[config.mk]
export PLATFORM = sky130hd
export DESIGN_NAME = aes_ct_collector_flat
export DESIGN_NICKNAME = d
export VERILOG_FILES = /design/src/rtl/aes_ct_collector_if.sv /design/src/rtl/aes_ct_collector.sv /design/src/flat_wrapper.sv
export SDC_FILE = /design/constraint.sdc
export NUM_CORES = 1
export LEC_CHECK = 0
export ABC_AREA = 1
export ABC_CLOCK_PERIOD_IN_PS = 2200
export CORE_ASPECT_RATIO = 0.6
export CORE_MARGIN = 5
export CORE_UTILIZATION = 55
export DETAILED_ROUTE_END_ITERATION = 6
export GPL_TIMING_DRIVEN = 0
export PLACE_DENSITY = 0.79
export SYNTH_ARGS = -nofsm -noshare
export SYNTH_HDL_FRONTEND = slang
export SYNTH_SLANG_ARGS = --single-unit
[constraint.sdc]
create_clock -name clk -period 2.2 [get_ports clk]
set_input_delay 0.44 -clock clk [delete_from_list [all_inputs] [get_ports clk]]
set_output_delay 0.44 -clock clk [all_outputs]
set_load 0.01 [all_outputs]
[src/rtl/aes_ct_collector_if.sv]
// -----------------------------------------------------------------------------
// aes_ct_collector_if
// Signal bundle between the AES ciphertext collector and its surroundings.
//   master : drives ct_valid/ct_byte (core stream), rd_strobe and clear
//            (host side); observes dout, dout_valid, byte_idx, busy, done, ovf.
//   slave  : the collector itself (the mirror image of master).
// -----------------------------------------------------------------------------
interface aes_ct_collector_if #(
   parameter int NBYTES = 16
);
   localparam int PW = $clog2(NBYTES);

   logic          ct_valid;
   logic [7:0]    ct_byte;
   logic          rd_strobe;
   logic          clear;
   logic [7:0]    dout;
   logic          dout_valid;
   logic [PW-1:0] byte_idx;
   logic          busy;
   logic          done;
   logic          ovf;

   modport master (
      output ct_valid, ct_byte, rd_strobe, clear,
      input  dout, dout_valid, byte_idx, busy, done, ovf
   );

   modport slave (
      input  ct_valid, ct_byte, rd_strobe, clear,
      output dout, dout_valid, byte_idx, busy, done, ovf
   );
endinterface

[src/rtl/aes_ct_collector.sv]
// -----------------------------------------------------------------------------
// aes_ct_collector
// Captures the NBYTES-byte ciphertext burst that the byte-serial AES core emits
// after its data-valid rises, then lets a slow host step through the buffered
// bytes with a pin-level read strobe.
// Ports:
//   clk, rst_n         : clock, asynchronous active-low reset
//   bus (slave)        : ct_valid/ct_byte core stream, rd_strobe host advance,
//                        clear synchronous abort; dout/byte_idx current byte,
//                        dout_valid unread data present, busy capture running,
//                        done one-cycle end-of-drain pulse, ovf sticky overrun
// -----------------------------------------------------------------------------
module aes_ct_collector #(
   parameter int NBYTES  = 16,
   parameter bit SYNC_RD = 1'b1
) (
   input  logic               clk,
   input  logic               rst_n,
   aes_ct_collector_if.slave  bus
);
   localparam int            PW   = $clog2(NBYTES);
   localparam logic [PW-1:0] LAST = PW'(NBYTES - 1);

   typedef enum logic [1:0] {
      ST_IDLE    = 2'd0,
      ST_CAPTURE = 2'd1,
      ST_READY   = 2'd2
   } state_t;

   state_t        state_r, state_s;
   logic [PW-1:0] wr_ptr_r, wr_ptr_s;
   logic [PW-1:0] rd_ptr_r, rd_ptr_s;
   logic [7:0]    ct_buf_r [NBYTES];
   logic          buf_we_s;
   logic [PW-1:0] buf_wa_s;
   logic          ct_valid_q_r;
   logic          rd_lvl_s;
   logic          rd_q_r;
   logic          ct_rise_s;
   logic          rd_rise_s;
   logic [7:0]    dout_r, dout_s;
   logic          dout_valid_r, dout_valid_s;
   logic [PW-1:0] byte_idx_r, byte_idx_s;
   logic          busy_r, busy_s;
   logic          done_r, done_s;
   logic          ovf_r, ovf_s;

   // rd_strobe is a host pin and may be asynchronous to clk.
   generate
      if (SYNC_RD) begin : g_sync
         logic rd_meta_r;
         logic rd_sync_r;
         // Two-flop synchronizer for the host read strobe.
         always_ff @(posedge clk or negedge rst_n) begin
            if (!rst_n) begin
               rd_meta_r <= 1'b0;
               rd_sync_r <= 1'b0;
            end else begin
               rd_meta_r <= bus.rd_strobe;
               rd_sync_r <= rd_meta_r;
            end
         end
         assign rd_lvl_s = rd_sync_r;
      end else begin : g_raw
         assign rd_lvl_s = bus.rd_strobe;
      end
   endgenerate

   // Delayed copies of ct_valid and the read level for rising-edge detection.
   always_ff @(posedge clk or negedge rst_n) begin
      if (!rst_n) begin
         ct_valid_q_r <= 1'b0;
         rd_q_r       <= 1'b0;
      end else begin
         ct_valid_q_r <= bus.ct_valid;
         rd_q_r       <= rd_lvl_s;
      end
   end

   assign ct_rise_s = bus.ct_valid & ~ct_valid_q_r;
   assign rd_rise_s = rd_lvl_s & ~rd_q_r;

   // Next-state and next-output logic; clear overrides every event.
   always_comb begin
      state_s      = state_r;
      wr_ptr_s     = wr_ptr_r;
      rd_ptr_s     = rd_ptr_r;
      dout_s       = dout_r;
      dout_valid_s = dout_valid_r;
      byte_idx_s   = byte_idx_r;
      busy_s       = busy_r;
      done_s       = 1'b0;
      ovf_s        = ovf_r;
      buf_we_s     = 1'b0;
      buf_wa_s     = wr_ptr_r;

      if (bus.clear) begin
         state_s      = ST_IDLE;
         wr_ptr_s     = {PW{1'b0}};
         rd_ptr_s     = {PW{1'b0}};
         dout_s       = 8'h00;
         dout_valid_s = 1'b0;
         byte_idx_s   = {PW{1'b0}};
         busy_s       = 1'b0;
         ovf_s        = 1'b0;
      end else begin
         case (state_r)
            ST_IDLE: begin
               if (ct_rise_s) begin
                  buf_we_s = 1'b1;
                  buf_wa_s = {PW{1'b0}};
                  wr_ptr_s = PW'(1);
                  busy_s   = 1'b1;
                  state_s  = ST_CAPTURE;
               end else begin
                  state_s  = ST_IDLE;
               end
            end
            ST_CAPTURE: begin
               // Fixed-timing stream: ct_valid level is irrelevant here, only
               // a fresh rising edge matters (and it is an overrun).
               buf_we_s = 1'b1;
               buf_wa_s = wr_ptr_r;
               if (ct_rise_s) begin
                  ovf_s = 1'b1;
               end else begin
                  ovf_s = ovf_r;
               end
               if (wr_ptr_r == LAST) begin
                  // Byte 0 was stored long ago, so it can be presented on the
                  // same edge that ends the capture.
                  state_s      = ST_READY;
                  wr_ptr_s     = {PW{1'b0}};
                  rd_ptr_s     = {PW{1'b0}};
                  busy_s       = 1'b0;
                  dout_s       = ct_buf_r[0];
                  byte_idx_s   = {PW{1'b0}};
                  dout_valid_s = 1'b1;
               end else begin
                  wr_ptr_s     = wr_ptr_r + PW'(1);
               end
            end
            ST_READY: begin
               if (ct_rise_s) begin
                  ovf_s = 1'b1;
               end else begin
                  ovf_s = ovf_r;
               end
               if (rd_rise_s && (rd_ptr_r == LAST)) begin
                  state_s      = ST_IDLE;
                  rd_ptr_s     = {PW{1'b0}};
                  dout_s       = 8'h00;
                  dout_valid_s = 1'b0;
                  byte_idx_s   = {PW{1'b0}};
                  done_s       = 1'b1;
               end else if (rd_rise_s) begin
                  // dout follows rd_ptr one cycle later.
                  rd_ptr_s     = rd_ptr_r + PW'(1);
                  dout_s       = ct_buf_r[rd_ptr_r];
                  byte_idx_s   = rd_ptr_r;
                  dout_valid_s = 1'b1;
               end else begin
                  dout_s       = ct_buf_r[rd_ptr_r];
                  byte_idx_s   = rd_ptr_r;
                  dout_valid_s = 1'b1;
               end
            end
            default: begin
               state_s = ST_IDLE;
            end
         endcase
      end
   end

   // FSM state, pointers and registered outputs.
   always_ff @(posedge clk or negedge rst_n) begin
      if (!rst_n) begin
         state_r      <= ST_IDLE;
         wr_ptr_r     <= {PW{1'b0}};
         rd_ptr_r     <= {PW{1'b0}};
         dout_r       <= 8'h00;
         dout_valid_r <= 1'b0;
         byte_idx_r   <= {PW{1'b0}};
         busy_r       <= 1'b0;
         done_r       <= 1'b0;
         ovf_r        <= 1'b0;
      end else begin
         state_r      <= state_s;
         wr_ptr_r     <= wr_ptr_s;
         rd_ptr_r     <= rd_ptr_s;
         dout_r       <= dout_s;
         dout_valid_r <= dout_valid_s;
         byte_idx_r   <= byte_idx_s;
         busy_r       <= busy_s;
         done_r       <= done_s;
         ovf_r        <= ovf_s;
      end
   end

   // Ciphertext buffer; contents survive clear, only reset wipes them.
   always_ff @(posedge clk or negedge rst_n) begin
      if (!rst_n) begin
         for (int i = 0; i < NBYTES; i++) begin
            ct_buf_r[i] <= 8'h00;
         end
      end else if (buf_we_s) begin
         ct_buf_r[buf_wa_s] <= bus.ct_byte;
      end
   end

   assign bus.dout       = dout_r;
   assign bus.dout_valid = dout_valid_r;
   assign bus.byte_idx   = byte_idx_r;
   assign bus.busy       = busy_r;
   assign bus.done       = done_r;
   assign bus.ovf        = ovf_r;
endmodule

[src/flat_wrapper.sv]
// flat-port wrapper written by rule: the top's interface ports become plain ports
module aes_ct_collector_flat 
#(
   parameter int NBYTES  = 16,
   parameter bit SYNC_RD = 1'b1
)
  (clk, rst_n, bus_ct_valid, bus_ct_byte, bus_rd_strobe, bus_clear, bus_dout, bus_dout_valid, bus_byte_idx, bus_busy, bus_done, bus_ovf);
  aes_ct_collector_if #(.NBYTES(NBYTES)) bus_i ();
  input  logic clk;
  input  logic rst_n;
  input wire logic [$bits(bus_i.ct_valid)-1:0] bus_ct_valid;
  input wire logic [$bits(bus_i.ct_byte)-1:0] bus_ct_byte;
  input wire logic [$bits(bus_i.rd_strobe)-1:0] bus_rd_strobe;
  input wire logic [$bits(bus_i.clear)-1:0] bus_clear;
  output wire logic [$bits(bus_i.dout)-1:0] bus_dout;
  output wire logic [$bits(bus_i.dout_valid)-1:0] bus_dout_valid;
  output wire logic [$bits(bus_i.byte_idx)-1:0] bus_byte_idx;
  output wire logic [$bits(bus_i.busy)-1:0] bus_busy;
  output wire logic [$bits(bus_i.done)-1:0] bus_done;
  output wire logic [$bits(bus_i.ovf)-1:0] bus_ovf;
  assign bus_i.ct_valid = bus_ct_valid;
  assign bus_i.ct_byte = bus_ct_byte;
  assign bus_i.rd_strobe = bus_rd_strobe;
  assign bus_i.clear = bus_clear;
  assign bus_dout = bus_i.dout;
  assign bus_dout_valid = bus_i.dout_valid;
  assign bus_byte_idx = bus_i.byte_idx;
  assign bus_busy = bus_i.busy;
  assign bus_done = bus_i.done;
  assign bus_ovf = bus_i.ovf;
  aes_ct_collector #(.NBYTES(NBYTES), .SYNC_RD(SYNC_RD)) u_core (.clk(clk), .rst_n(rst_n), .bus(bus_i));
endmodule
Word level (Yosys, flattened, before mapping):

Cells that the tools add are included.

* reductions and logical operators: 14
* add/sub/neg operators: 2
* muxes and demuxes: 46
* equality and inequality tests: 8
* bitwise logic cells: 6
* order comparisons: 3

Operators with widths (number)
* bitwise mux 128 bit: 1
* two-way mux 4 bit: 12
* two-way mux 8 bit: 6
* binary-select mux 8 bit (select 4 bit): 1
* demux 8 bit (select 4 bit): 1
* case mux 4 bit (2 select lines): 3
* case mux 8 bit (2 select lines): 1
* two-way mux 1 bit: 14
* greater-or-equal comparator 5 bit, second input constant: 2
* inverter 4 -> 5 bit: 2
* != test 3 x 2 -> 1 bit, second input constant: 3
* adder 4 x 1 -> 4 bit, second input constant: 2
* equality test 4 bit, second input constant: 2
* AND reduction 2 bit: 4
* two-way mux 2 bit: 3
* case mux 1 bit (2 select lines): 3
* case mux 2 bit (3 select lines): 1
* AND reduction 3 bit: 2
* nonzero test 3 bit: 2
* less-than comparator 5 x 1 -> 1 bit, second input constant: 1
* != test 4 x 2 -> 1 bit, second input constant: 1
* nonzero test 2 bit: 2
* bitwise AND 1 bit: 2
* equality test 2 x 1 -> 1 bit, second input constant: 1
* 5 further kinds: 7

* register bits after elaboration: 158

Longest topological paths before layout:

Gate-level depths: netlist (run 1).

* word-level depth: 11
* depth in mapped cells: 12

Least setup slack after synthesis (run 1):

OpenSTA, ideal clock, no wires.

* kind: register to register
* start: reg u_core.state_r[0]
* end: reg u_core.ct_buf_r[31] (netlist name)
* cell stages (with the launch flop): 11
* period minus slack after synthesis: 1.795 ns
* library setup time: 0.133 ns
* buffers on the path: 1
* slack: 0.405 ns
* data arrival time: 1.662 ns
* required time: 2.067 ns
* cell sequence: dfrtp_1 inv_1 ha_1 inv_1 nor3_4 inv_2 o21ai_2 nand3_1 buf_2 nand2_1 o21ai_0

* longest elaborated chain between the ends: 9

Ends and longest elaborated chain
* start, declared: RTL line aes_ct_collector.sv:30 `state_t state_r, state_s;`
* start signal, assigned: RTL line aes_ct_collector.sv:188 `state_r <= state_s;`
* logical NOT 2 bit: RTL line aes_ct_collector.sv:107 `case (state_r)`
* two-way mux 4 bit: RTL line aes_ct_collector.sv:107
* two-way mux 4 bit: RTL line aes_ct_collector.sv:97 `if (bus.clear) begin`
* inverter 4 -> 5 bit (implied by the code): RTL line aes_ct_collector.sv:207 `ct_buf_r[buf_wa_s] <= bus.ct_byte;`
* greater-or-equal comparator 5 bit (implied by the code) / less-than comparator 5 x 1 -> 1 bit (equally long branches): RTL line aes_ct_collector.sv:207
* logical AND 1 bit (implied by the code): RTL line aes_ct_collector.sv:207
* two-way mux 8 bit (implied by the code): RTL line aes_ct_collector.sv:207
* demux 8 bit (select 4 bit): RTL line aes_ct_collector.sv:207
* bitwise mux 128 bit: RTL line aes_ct_collector.sv:207
* end signal, assigned by index: RTL line aes_ct_collector.sv:207
* end, declared: RTL line aes_ct_collector.sv:33 `logic [7:0] ct_buf_r [NBYTES];`

Several ways; a longest one is shown, not always the timed one.
A chain may end at the register's enable or synchronous reset.

Final worst setup path (run 1):

* start: reg u_core.rd_ptr_r[1]
* end: reg u_core.dout_r[1] (netlist: u_core.bus.dout[1])

* longest elaborated chain between the ends: 7

Ends and longest elaborated chain
* start, declared: RTL line aes_ct_collector.sv:32 `logic [PW-1:0] rd_ptr_r, rd_ptr_s;`
* start signal, assigned: RTL line aes_ct_collector.sv:180 `rd_ptr_r <= {PW{1'b0}};`
* start signal, assigned: RTL line aes_ct_collector.sv:190 `rd_ptr_r <= rd_ptr_s;`
* inverter 4 -> 5 bit (implied by the code): RTL line aes_ct_collector.sv:159, aes_ct_collector.sv:163
* binary-select mux 8 bit (select 4 bit): RTL line aes_ct_collector.sv:159, aes_ct_collector.sv:163
* two-way mux 8 bit (implied by the code) (2 in a row): RTL line aes_ct_collector.sv:159, aes_ct_collector.sv:163
* two-way mux 8 bit *: RTL line aes_ct_collector.sv:149 `if (rd_rise_s && (rd_ptr_r == LAST)) begin`
* case mux 8 bit (2 select lines) *: RTL line aes_ct_collector.sv:107
* two-way mux 8 bit *: RTL line aes_ct_collector.sv:97
* end signal, assigned: RTL line aes_ct_collector.sv:191 `dout_r <= dout_s;`
* end, declared: RTL line aes_ct_collector.sv:41 `logic [7:0] dout_r, dout_s;`

Every way passes the cells marked *; elsewhere a longest branch is shown, timed or not. The select of a mux whose other input is x is not followed.

==> results of run 1 <==
final timing paths:
path                                               from                 endpoint  slack, ps  depth (start not counted)
worst max-delay path                 u_core.rd_ptr_r[1]       u_core.bus.dout[1]         70                          8
worst min register to register  u_core.g_sync.rd_meta_r  u_core.g_sync.rd_sync_r        350                          0
worst max register to register       u_core.rd_ptr_r[1]       u_core.bus.dout[1]         70                          8
min in group asynchronous                         rst_n           u_core.bus.ovf        540                          2
worst min-delay path                          bus_clear           u_core.bus.ovf        220                          2
max in group asynchronous                         rst_n      u_core.ct_buf_r[36]        780                          3
report_power, final:
group          internal, mW  switching [mW]  leakage (nW)
registers              3.10           0.158          2.15
clock network          1.61            1.28         0.276
logic                 0.555            1.23          1.45
total                  5.26            2.67          3.88
layer usage:
metal  track usage, %  wire length, um  vias to the layer above  share of wire (%)
li1                 -                -                     3004                  -
met1             41.2             9620                     3139                 44
met2             38.9             8730                      426                 40
met3             12.3             2950                       78                 13
met4             7.60              573                        0                2.6
met5                0                0                        -                  0
cells in the final DEF (no fill, tap or decap), types with 2 or more instances in the layout:
| master | netlist | layout |
|---|---|---|
| clkinvlp_4 | 0 | 3 |
| nand2_2 | 1 | 14 |
| nor3_1 | 3 | 3 |
| nand2_1 | 222 | 209 |
| ha_1 | 6 | 5 |
| nor3_4 | 1 | 2 |
| dfrtp_1 | 158 | 158 |
| clkinv_2 | 0 | 3 |
| nand3_1 | 33 | 32 |
| a21oi_1 | 16 | 16 |
| nand3_4 | 0 | 2 |
| o211ai_1 | 28 | 28 |
| clkbuf_1 | 29 | 17 |
| o21ai_1 | 1 | 6 |
| buf_2 | 15 | 12 |
| buf_4 | 0 | 4 |
| nor2_1 | 83 | 82 |
| buf_6 | 5 | 7 |
| nor2_2 | 3 | 2 |
| inv_6 | 0 | 5 |
| inv_2 | 3 | 3 |
| clkbuf_2 | 0 | 14 |
| xor2_1 | 2 | 2 |
| inv_1 | 58 | 57 |
| o22ai_1 | 2 | 2 |
| clkdlybuf4s50_1 | 0 | 26 |
| nor2_4 | 1 | 3 |
| o21ai_0 | 200 | 195 |
| clkbuf_16 | 0 | 17 |
critical path: cells and delay by family, from the launching register on:
family,cells,cell delay [ps]
AO/OA/AOI/OAI,2,550
buffers and inverters,2,740
flip-flops,1,360
AND/OR/NAND/NOR,4,400
cells by family after synthesis:
family,share of synthesized area [%]
AND/OR/NAND/NOR,19.7
adder cells (fa/ha/maj),1.03
flip-flops,54.2
AO/OA/AOI/OAI,18.3
buffers and inverters,6.63
XOR/XNOR,0.240
state kept, by name (all words and copies together), names as in the netlist, 2 cells and up:
register,cells
u_core.rd_ptr_r,4
u_core.bus.dout,8
u_core.ct_buf_r,128
u_core.state_r,2
u_core.bus.byte_idx,4
u_core.wr_ptr_r,4
through the flow:
| stage | std cells | cell area, um2 |
|---|---|---|
| 2_1_floorplan | 882 | 7300 |
| 3_3_place_gp | 1079 | 7780 |
| 3_5_place_dp | 1080 | 7810 |
| 4_1_cts | 1116 | 8460 |
| 5_1_grt | 1116 | 8540 |
| 6_report | 1116 | 8540 |
repair_timing:
action                                  in CTS  in global routing
hold endpoints to repair                     6                  0
gates resized for setup                     10                 49
hold buffers                                 1                  0
endpoints found under the setup margin      84                135
setup buffers                                3                  1
pin swaps                                    3                  0
gates cloned                                 0                  1
layout make-up:
class	instances	share of cell area (%)
plain buffers	50	3.09
flip-flops and latches	158	46.3
repair buffers	34	4.22
clock inverters	14	1.54
multi-input cells	610	34.5
clock buffers	18	5.14
inverters	62	2.75
well taps	170	2.49
==> metrics.md, run 1 <==
| Metric | Value |
|---|---|
| Worst relative slew slack | `53.5%` |
| Critical path fanouts, max | `10` |
| Worst Max-Slew Pin Slew | `between 600 and 700 ps` |
| Peak VDD IR | `542 uV` |
| Hold WS | `219 ps` |
| Worst-Skew Late Latency | `between 400 and 500 ps` |
| PwrDens | `approximately 930 nW/um2` |
| CTS H-tree lvls | `4` |
| Synth async-reset ratio | `100%` |
| Arrival @ worst endpoint | `between 2000 and 2500 ps` |
| Setup WS post-layout | `69.9 ps` |
| Most frequent CP cell | `nand2_1` |
| Most frequent cell after synthesis | `nand2_1` |
| Tot GR Track Use | `28.4%` |
| CTS root buf | `clkbuf_16` |
| Max Fclk | `469 MHz` |
| First-pass GRT wire length | `35,100 um` |
| Die ar. | `15,800 um2` |
| Layout Nets | `952` |
| Area leader, netlist | `dfrtp_1` |
| Filler cell count | `roughly 1,000` |
| Top cells by area, synth | `dfrtp_1 (54%), o21ai_0 (14%), nand2_1 (11%)` |
| Clock tree from TritonCTS | `yes` |
| Crit Path Class | `flop to flop` |
| Synth cell count leaders | `nand2_1 (222), o21ai_0 (200), dfrtp_1 (158)` |
| Main synth FF type | `dfrtp_1` |
| Max-cap violations | `0` |
| DRT Pass-1 Iters | `7` |
| Leakage | `between 3 and 4 nW` |
| Register Area | `just under 4000 um2` |
| CP Launch Type | `flop` |
| Largest net degree at the start of global routing | `100` |
| Unique cell type count in the Yosys netlist | `29` |
| Outcome | `finished with violations` |
| Setup violations, final | `0` |
| Crit-path cells | `clkbuf_1, clkbuf_1, o21ai_0, o211ai_1, nand3_1, nand2_1, nand2_1, nand2_1` |
| DR iter-0 viols | `970` |
| Worst clock skew | `10.1 ps` |
| Syn. warnings | `0` |
| Via count | `6,647` |
| Hold Crit Class | `primary input to flop` |
| Core ar. | `12,900 um2` |
| Multi-input logic area | `2940 um2` |
| Die Wd | `159 um` |
| CTS Sinks | `158` |
| Post-Syn Area | `approximately 7300 um2` |
| Port Buffers | `27` |
| DR vias/cell | `5.96` |
| N_diodes | `0` |
| CP endpoint kind | `flop` |
| Worst endpoint required time | `2560 ps` |
| Post-layout min period | `2130 ps` |
| Fin util | `66.0%` |
| Vias in the first global route | `6,341` |
| Synthesized area per cell | `8.28 um2` |
| Die Height | `99.2 um` |
| ANT nets after route | `0` |
| P&R area growth vs syn | `17.0%` |
| DP HPWL | `14,800 um` |
| Largest stage delay, worst path | `370 ps` |
| CTS Buf Count | `17` |
| Slowest-stage cell, CP | `clkbuf_1` |
| Total congestion overflow | `0` |
| Gpl congestion | `1.02` |
| Initial Util | `56.4%` |
| Register area share after synthesis | `between 50 and 60%` |
| DRC | `3` |
| Antenna violations before repair | `0` |
| WL/cell | `19.6 um` |
| Routed wire length | `21,900 um` |
| Reg clk slew, reported paths | `70 ps` |
| Slew Limit Fails | `0` |
| Buffers from clock root to sink, at most | `2` |
| Post-synth EDFFs | `0` |
| Cells after Synth | `882` |
| Total Power | `7.93 mW` |
| Syn_nets | `approximately 900` |
| Yosys top cell area share | `a little over half` |
| Period Utilization, post-route | `96.8%` |
| Final hold vios | `0` |
| Layout cells sized above 1 | `a little over a tenth` |
| Setup TNS | `0 ps` |
| Io pins | `29` |
| RSZ-0062 raised after global routing | `yes` |
| Placement Rows | `32` |
| Dpl ws | `-350 ps` |
| Register bit total from synthesis | `158` |
| Failing checks | `DRC` |
No activity file was read; power rests on OpenSTA's default activity.
==> run 2: changes to the inputs <==
- PLACE_DENSITY: 0.79 -> 0.73
==> run 2 against run 1 <==
Effect of this change: the run now ends clean; die area did not move; combinational power barely moved; maximum frequency fell by 2.0%; clock-buffer cell count rose by 1; hold slack got worse by 210 ps; sequential share of layout area rose by 0.14 points; sequential cell count did not move; power fell by 0.45%; clock skew fell by 3.3 ps.
==> metrics.md, run 2 (synthesis gave the netlist of run 1 again) <==
| Metric | Value |
|---|---|
| Biggest register | `u_core.ct_buf_r (unchanged)` |
| Layout Nets | `954 (was 952)` |
| WL/cell | `19.3 um (was 19.6 um)` |
| Initial Util | `56.4% (unchanged)` |
| Max layer used | `met5 (was met4)` |
| DP HPWL | `14,900 um (was 14,800 um)` |
| Reg2reg setup slack | `30 ps (was 70 ps)` |
| Total congestion overflow | `0 (unchanged)` |
| Clock tree from TritonCTS | `yes (unchanged)` |
| Post-layout min period | `2170 ps (was 2130 ps)` |
| Worst-Skew Late Latency | `430 ps (about the same)` |
| ANT nets after route | `0 (unchanged)` |
| Hold buffers post-CTS | `0 (was 1)` |
| Gpl congestion | `0.964 (was 1.02)` |
| PwrDens | `927 nW/um2 (was 929 nW/um2)` |
| Total Power | `7.89 mW (was 7.93 mW)` |
| Placement Rows | `32 (unchanged)` |
| Vias in the first global route | `5,954 (was 6,341)` |
| RSZ-0062 raised after global routing | `yes (unchanged)` |
| Setup violations, final | `0 (unchanged)` |
| Largest net degree at the start of global routing | `89 (was 100)` |
| Reg clk slew, reported paths | `70 ps (about the same)` |
| Peak VDD IR | `513 uV (was 542 uV)` |
| Dpl ws | `-344 ps (was -350 ps)` |
| Final hold vios | `0 (unchanged)` |
| Worst clock skew | `6.76 ps (was 10.1 ps)` |
| Layout cells sized above 1 | `10.7% (was 10.9%)` |
| DR iter-0 viols | `726 (was 970)` |
| Wire length on met1 | `10,000 um (was 9620 um)` |
| Max reg flops | `128 (unchanged)` |
| Routed wire length | `21,500 um (was 21,900 um)` |
| CTS root buf | `clkbuf_16 (unchanged)` |
| Worst Max-Slew Pin Slew | `724 ps (was 698 ps)` |
| Die Wd | `159 um (unchanged)` |
| Die Height | `99.2 um (unchanged)` |
| Setup WS post-layout | `27.1 ps (was 69.9 ps)` |
| Period Utilization, post-route | `98.8% (was 96.8%)` |
| Worst r2r dst | `u_core.bus.dout[2] (was u_core.bus.dout[1])` |
| Die ar. | `15,800 um2 (unchanged)` |
| Leakage | `3.88 nW (about the same)` |
| Crit Path Class | `flop to flop (unchanged)` |
| Via count | `6,480 (was 6,647)` |
| Setup TNS | `0 ps (unchanged)` |
| Setup crit start | `u_core.rd_ptr_r[1] (unchanged)` |
| Worst endpoint required time | `2560 ps (about the same)` |
| P&R area growth vs syn | `16.6% (was 17.0%)` |
| R2R Path Start | `u_core.rd_ptr_r[1] (unchanged)` |
| CTS Sinks | `158 (unchanged)` |
| Core ar. | `12,900 um2 (unchanged)` |
| N_diodes | `0 (unchanged)` |
| Outcome | `finished, final reports clean (was finished with violations)` |
| Worst relative slew slack | `51.7% (was 53.5%)` |
| DRT Pass-1 Iters | `5 (was 7)` |
| CP Launch Type | `flop (unchanged)` |
| CP endpoint kind | `flop (unchanged)` |
| CTS H-tree lvls | `4 (unchanged)` |
| Arrival @ worst endpoint | `2540 ps (was 2490 ps)` |
| Commonest non-fill, non-tap cells in the layout | `nand2_1 (208), o21ai_0 (195), dfrtp_1 (158) (was nand2_1 (209), o21ai_0 (195), dfrtp_1 (158))` |
| Fin util | `65.8% (was 66.0%)` |
| Detail Route met3 WL | `2550 um (was 2950 um)` |
| Tot GR Track Use | `27.4% (was 28.4%)` |
| Antenna violations before repair | `0 (unchanged)` |
| Reg2Reg Depth | `8 (unchanged)` |
| Port Buffers | `27 (unchanged)` |
| Worst setup endpoint | `u_core.bus.dout[2] (was u_core.bus.dout[1])` |
| Max Fclk | `460 MHz (was 469 MHz)` |
| Critical path fanouts, max | `10 (unchanged)` |
| First-pass GRT wire length | `33,500 um (was 35,100 um)` |
| Most common cell after layout, fill and taps aside | `nand2_1 (unchanged)` |
| Max-cap violations | `0 (unchanged)` |
| DRC | `0 (was 3)` |
| DR vias/cell | `5.80 (was 5.96)` |
| Buffers from clock root to sink, at most | `2 (unchanged)` |
| Hold Crit Class | `primary input to async pin (was primary input to flop)` |
| Slew Limit Fails | `0 (unchanged)` |
| Io pins | `29 (unchanged)` |
| Met2 wire len | `8500 um (was 8730 um)` |
| CTS Buf Count | `17 (unchanged)` |
## run 2: cell count changes in the layout (fill, tap and decap cells not counted), sizes merged
cell,delta
buf,+5
clkbuf,-1
clkinv,-2
clkinvlp,+1
dlygate4sd3,-1
## run 2: critical path, stage by stage (launching register included)
cell	delay, ps
dfrtp_1	340
clkbuf_1	360
clkbuf_1	490
o21ai_0	170
o211ai_1	290
nand3_1	210
nand2_1	110
nand2_1	50
nand2_1	70
## run 2: layer usage
layer / vias to the layer above / track usage [%]
li1: 3009 / -
met1: 3086 / 41.8
met2: 336 / 36.8
met3: 47 / 9.28
met4: 2 / 7.40
met5: - / 2.42
## run 2: report_power, final
part | internal (mW) | total (mW) | leakage, nW | switching, mW
Sequential | 3.10 | 3.25 | 2.15 | 0.154
Combinational | 0.550 | 1.77 | 1.47 | 1.22
Clock | 1.58 | 2.87 | 0.263 | 1.29
## run 2: through the flow
stage	hold slack, ps	std cells	cell area (um2)
after floorplan	144	882	7300
after global placement	352	1079	7780
after detailed placement	342	1080	7810
after CTS	46.6	1111	8410
after global routing	69.8	1118	8510
final	13.9	1118	8510
## run 2: layout make-up
type                            count  area, um2
Fill cell                        1131       4420
Sequential cell                   158       3950
Multi-Input combinational cell    610       2930
Clock buffer                       19        433
Timing Repair Buffer               36        358
Buffer                             50        267
Inverter                           62        235
Tap cell                          170        213
Clock inverter                     13        129
## run 2: worst min path at each step
stage                              endpoint
floorplan                   u_core.bus.busy
global placement    u_core.g_sync.rd_sync_r
detailed placement  u_core.g_sync.rd_sync_r
CTS                       u_core.state_r[0]
global route              u_core.state_r[0]
finish                    u_core.state_r[0]
## run 2: timing repair
item,CTS,global route
gates resized for setup,12,37
buffers inserted,1,5
gates cloned,0,2
setup endpoints to repair,83,130
pin swaps,1,3
